--- src/rtl/parallel_axis_vip_pkg.sv ---
// alpaca_dtypes_pkg: shared sample types for the parallel-sample AXI-Stream path.
//   cx_t        : packed complex sample {re, im}, each signed 16-bit (re in the upper half)
//   SAMP_W      : width of one real/imag component
//   CX_W        : width of one complex sample
//   beat_width(): packed beat width for a given samples-per-clock count
package alpaca_dtypes_pkg;

   localparam int SAMP_W = 16;
   localparam int CX_W   = 2 * SAMP_W;

   typedef struct packed {
      logic signed [SAMP_W-1:0] re;
      logic signed [SAMP_W-1:0] im;
   } cx_t;

   function automatic int beat_width(input int samp_per_clk);
      return samp_per_clk * CX_W;
   endfunction

endpackage

--- src/rtl/parallel_axis_vip_if.sv ---
// alpaca_data_pkt_axis: AXI-Stream carrying SAMP_PER_CLK samples of type dtype per beat.
//   tdata  : packed packet, sample k in bits [k*$bits(dtype) +: $bits(dtype)]
//   tvalid : beat valid (MST -> SLV)
//   tready : sink ready (SLV -> MST)
//   tuser  : TUSER-bit side band (MST -> SLV)
//   tlast  : end of packet (MST -> SLV)
interface alpaca_data_pkt_axis
   import alpaca_dtypes_pkg::*;
#(
   parameter type dtype        = cx_t,
   parameter int  SAMP_PER_CLK = 2,
   parameter int  TUSER        = 1
) ();

   typedef dtype [SAMP_PER_CLK-1:0] pkt_t;

   pkt_t             tdata;
   logic             tvalid;
   logic             tready;
   logic [TUSER-1:0] tuser;
   logic             tlast;

   modport MST (output tdata, output tvalid, output tuser, output tlast, input tready);
   modport SLV (input tdata, input tvalid, input tuser, input tlast, output tready);

endinterface

--- src/rtl/parallel_axis_vip_capture_ram.sv ---
// vip_capture_ram: DEPTH x WIDTH capture array with one synchronous write port.
//   clk   : write clock (rising edge)
//   we    : write enable
//   addr  : write address
//   wdata : write data
//   raddr : asynchronous inspection read address
//   rdata : word at raddr
// The array is named ram so it can be reached hierarchically for offline analysis.
module vip_capture_ram #(
   parameter int DEPTH = 64,
   parameter int WIDTH = 64
) (
   input  logic                     clk,
   input  logic                     we,
   input  logic [$clog2(DEPTH)-1:0] addr,
   input  logic [WIDTH-1:0]         wdata,
   input  logic [$clog2(DEPTH)-1:0] raddr,
   output logic [WIDTH-1:0]         rdata
);

   logic [WIDTH-1:0] ram [DEPTH];

   // No reset on the array: captured contents survive a pointer reset.
   always_ff @(posedge clk) begin
      if (we) begin
         ram[addr] <= wdata;
      end
   end

   assign rdata = ram[raddr];

endmodule

--- src/rtl/parallel_axis_vip.sv ---
// parallel_axis_vip: captures accepted AXI-Stream beats into a DEPTH-word RAM, then stops.
//   clk    : clock, rising edge
//   rst    : asynchronous reset, active low
//   en     : capture enable
//   s_axis : slave side of alpaca_data_pkt_axis (tuser/tlast accepted, not stored)
//   full   : high once DEPTH beats have been written; held until reset
// DEPTH must be a power of two and at least 2.
module parallel_axis_vip
   import alpaca_dtypes_pkg::*;
#(
   parameter int DEPTH = 64
) (
   input  logic                clk,
   input  logic                rst,
   input  logic                en,
   alpaca_data_pkt_axis.SLV    s_axis,
   output logic                full
);

   localparam int AW     = $clog2(DEPTH);
   localparam int BEAT_W = beat_width(s_axis.SAMP_PER_CLK);

   logic [AW-1:0]     wr_ptr_q, wr_ptr_d;
   logic              full_q, full_d;
   logic              accept;
   logic [BEAT_W-1:0] unused_rdata;
   logic              unused_side;

   // rst is folded in so tready is low for the whole time reset is asserted.
   assign s_axis.tready = en & ~full_q & rst;
   assign accept        = s_axis.tvalid & s_axis.tready;
   assign full          = full_q;
   assign unused_side   = ^{s_axis.tuser, s_axis.tlast};

   // The pointer parks on the last address; full alone blocks further writes.
   always_comb begin
      wr_ptr_d = wr_ptr_q;
      full_d   = full_q;
      if (accept) begin
         if (wr_ptr_q == AW'(DEPTH - 1)) begin
            full_d = 1'b1;
         end else begin
            wr_ptr_d = wr_ptr_q + 1'b1;
         end
      end
   end

   always_ff @(posedge clk or negedge rst) begin
      if (!rst) begin
         wr_ptr_q <= '0;
         full_q   <= 1'b0;
      end else begin
         wr_ptr_q <= wr_ptr_d;
         full_q   <= full_d;
      end
   end

   vip_capture_ram #(
      .DEPTH (DEPTH),
      .WIDTH (BEAT_W)
   ) u_ram (
      .clk   (clk),
      .we    (accept),
      .addr  (wr_ptr_q),
      .wdata (s_axis.tdata),
      .raddr (wr_ptr_q),
      .rdata (unused_rdata)
   );

endmodule

--- src/flat_wrapper.sv ---
// flat-port wrapper written by rule: the top's interface ports become plain ports
module parallel_axis_vip_flat import alpaca_dtypes_pkg::*;
#(
   parameter int DEPTH = 64
)
  (clk, rst, en, full, s_axis_tdata, s_axis_tvalid, s_axis_tuser, s_axis_tlast, s_axis_tready);
  alpaca_data_pkt_axis #(.dtype(cx_t), .SAMP_PER_CLK(2), .TUSER(1)) s_axis_i ();
  input  logic clk;
  input  logic rst;
  input  logic en;
  output logic full;
  input wire logic [$bits(s_axis_i.tdata)-1:0] s_axis_tdata;
  input wire logic [$bits(s_axis_i.tvalid)-1:0] s_axis_tvalid;
  input wire logic [$bits(s_axis_i.tuser)-1:0] s_axis_tuser;
  input wire logic [$bits(s_axis_i.tlast)-1:0] s_axis_tlast;
  output wire logic [$bits(s_axis_i.tready)-1:0] s_axis_tready;
  assign s_axis_i.tdata = s_axis_tdata;
  assign s_axis_i.tvalid = s_axis_tvalid;
  assign s_axis_i.tuser = s_axis_tuser;
  assign s_axis_i.tlast = s_axis_tlast;
  assign s_axis_tready = s_axis_i.tready;
  parallel_axis_vip #(.DEPTH(DEPTH)) u_core (.clk(clk), .rst(rst), .en(en), .s_axis(s_axis_i), .full(full));
endmodule
--- config.mk ---
export PLATFORM = sky130hd
export DESIGN_NAME = parallel_axis_vip_flat
export DESIGN_NICKNAME = d
export VERILOG_FILES = /design/src/rtl/parallel_axis_vip_pkg.sv /design/src/rtl/parallel_axis_vip_if.sv /design/src/rtl/parallel_axis_vip_capture_ram.sv /design/src/rtl/parallel_axis_vip.sv /design/src/flat_wrapper.sv
export SDC_FILE = /design/constraint.sdc
export NUM_CORES = 1
export LEC_CHECK = 0
export ABC_AREA = 1
export CORE_MARGIN = 3
export CORE_UTILIZATION = 20
export CTS_CLUSTER_SIZE = 24
export DETAILED_ROUTE_END_ITERATION = 8
export GPL_TIMING_DRIVEN = 0
export PLACE_DENSITY = 0.79
export SLEW_MARGIN = 10
export SYNTH_ARGS = -nofsm -noshare
export SYNTH_HDL_FRONTEND = slang
export SYNTH_SLANG_ARGS = --single-unit
--- constraint.sdc ---
create_clock -name clk -period 1.7 [get_ports clk]
set_input_delay 0.34 -clock clk [delete_from_list [all_inputs] [get_ports clk]]
set_output_delay 0.34 -clock clk [all_outputs]
set_load 0.05 [all_outputs]
==> impl_metrics.toml <==
[global_routing]
antenna_found_initial = 0
grt_use_met2 = 0.101
grt_overflow_total = 0
first_global_vias = 312
grtUsageMet3 = 0.0379
busiest_layer = "met2"
grt_pass1_wl_mm = 1.28
track_usage = 0.0715
grt_max_degree = 10
met1_usage = 0.0747

[timing]
rsz0062_at_grt = "no"
whs_ps = 85.0
finalCriticalPeriod_ps = 1610
hold_viol_final = 0
fin_crit_sh = 0.948
relSlewSlack = 0.674
max_freq_mhz = 620
slew_viol_final = 0
tightest_slew_ps = 490
fin_worst_skew_ps = 2.28
finalSetupViolations = 0
setup_tns_ps = 0

[critical_path]
critical-path-top-delay-family = "buffers and inverters"
critPathMaxStageDelay_ps = 500
slowest_stage = "clkdlybuf4s50_1"
crit_arrival_ps = 1270
reg2reg_depth = 7
worstPathRequired_ps = 1360
cp.depth = 4
rrSetupSlack_ps = 360
crit_chain = "clkdlybuf4s50_1 > nand3_1 > inv_1 > buf_2"
critPathBufInv = 3
crit_path_max_fanout = 2
worstSetupStartpointType = "primary input"
crit_type = "primary input to primary output"
cp-end-kind = "primary output"

[clocking]
clockRootBuffer = "clkbuf_4"
clock_sinks = 7
postCtsHoldBufs = 0
cts_tree = "yes"
clock_latency_ps = 250
htree_levels = 1
clockBufferDepth = 2
cts-buffers-inserted = 3
clk_pin_slew_worst_paths_ps = 50
post_cts_resized = 8
cts_setup_buffers = 0

[floorplan]
die_area_um2 = 2600
core_um2 = 1820
num_rows = 15
die_x_um = 51.0
pin_count = 72
fp.dieH_um = 51.0
start_util = 0.222

[synthesis]
synth_top_area_frac = 0.433
synthCells = 50
synth.top_cells.by_area = "dfrtp_1 43%, nand2_1 21%, nor2_4 5.6%"
synth-seq-cells = 7
netlist_area_um2 = 404
syn_avg_cell_area_um2 = 8.08
yosysSeqAreaShare = 0.433
ys_warn_count = 0
yosysUniqueCellTypes = 14
syn_nets = 121
yosysTopAreaCell = "dfrtp_1"

[routing]
via_per_inst = 3.83
totalWireLength_um = 727
drt_pre_antenna_iters = 4
num_vias = 322
drt-wirelength-per-cell_um = 8.65
drc = 0
ant_nets = 0
drtIter0Drc = 2

[placement]
io_buffers = 5
dp_hpwl_um = 554
place_congestion = 0.706
placed_cells_incl_taps = 80

[final_layout]
layout_commonest_cell = "nand2_1"
area_growth_pct = 25.1
fin_cells = 84
layout_common_cells = "23 x nand2_1, 7 x dfrtp_1, 4 x nand3_1, 4 x inv_1, 3 x clkbuf_4"
nFillCells = 206
layout-drive-gt1-share = 0.153
antenna_cells = 0
fin_nets = 131

[hold_path]
hold_class = "primary input to async pin"

[power_and_ir_drop]
power_leakage_nw = 0.245
irDropWorstVdd_v = 0.000193
total_power_uw = 330
p_per_area_nw_per_um2 = 653

[outcome]
status = "completed"

[run]
drv_cap = 0
power breakdown:
part / switching [mW] / total (mW) / internal, mW
Sequential: 0 / 0.167 / 0.167
Combinational: 0.00583 / 0.0114 / 0.00554
Clock: 0.0623 / 0.152 / 0.0896
Total: 0.0681 / 0.330 / 0.262
kinds of logic after synthesis:
| family | Yosys count | synth area share |
|---|---|---|
| simple gates | 32 | 0.384 |
| flops | 7 | 0.433 |
| buf+inv | 6 | 0.0681 |
| xor+xnor | 3 | 0.0650 |
| compound gates | 1 | 0.0186 |
| fa+ha+maj | 1 | 0.0310 |
flip-flops by register name, summed over array words and instances, names as in the netlist:
name	cells
u_core.wr_ptr_q	6
u_core.full	1
cells in the mapped netlist, drive strengths merged:
cell type,number
nor2,3
clkinv,2
inv,4
dfrtp,7
o21bai,1
nand2,23
xor2,1
ha,1
nand4,1
nand3,5
xnor2,2
metrics by stage:
step	instance area, um^2	setup WS [ps]	util
6_report	505	87.7	0.278
4_1_cts	505	83.2	0.278
5_1_grt	505	11.3	0.278
3_3_place_gp	485	-699	0.267
3_5_place_dp	485	-746	0.267
2_1_floorplan	404	246	-
metal layers:
layer	up-vias	part of all wire
met1	141	0.46
met2	8	0.46
met3	2	0.070
li1	171	-
met4	0	0.012
met5	-	0
path summary, 6_finish.rpt:
check	start	to
setup / recovery	en	s_axis_tready
hold / removal	rst	u_core.wr_ptr_q[4]
setup reg to reg	u_core.wr_ptr_q[0]	u_core.wr_ptr_q[5]
hold reg to reg	u_core.wr_ptr_q[1]	u_core.wr_ptr_q[1]
max in group asynchronous	rst	u_core.wr_ptr_q[0]
min in group clk	u_core.wr_ptr_q[1]	u_core.wr_ptr_q[1]
final cells by class:
| type | count | area [um^2] | area share |
|---|---|---|---|
| clock buffers | 4 | 26.3 | 0.0520 |
| inverters | 6 | 27.5 | 0.0545 |
| multi-input cells | 37 | 201 | 0.399 |
| flip-flops and latches | 7 | 175 | 0.347 |
| well taps | 25 | 31.3 | 0.0619 |
| repair buffers | 5 | 43.8 | 0.0866 |
Power figures use the tool's default switching activity.
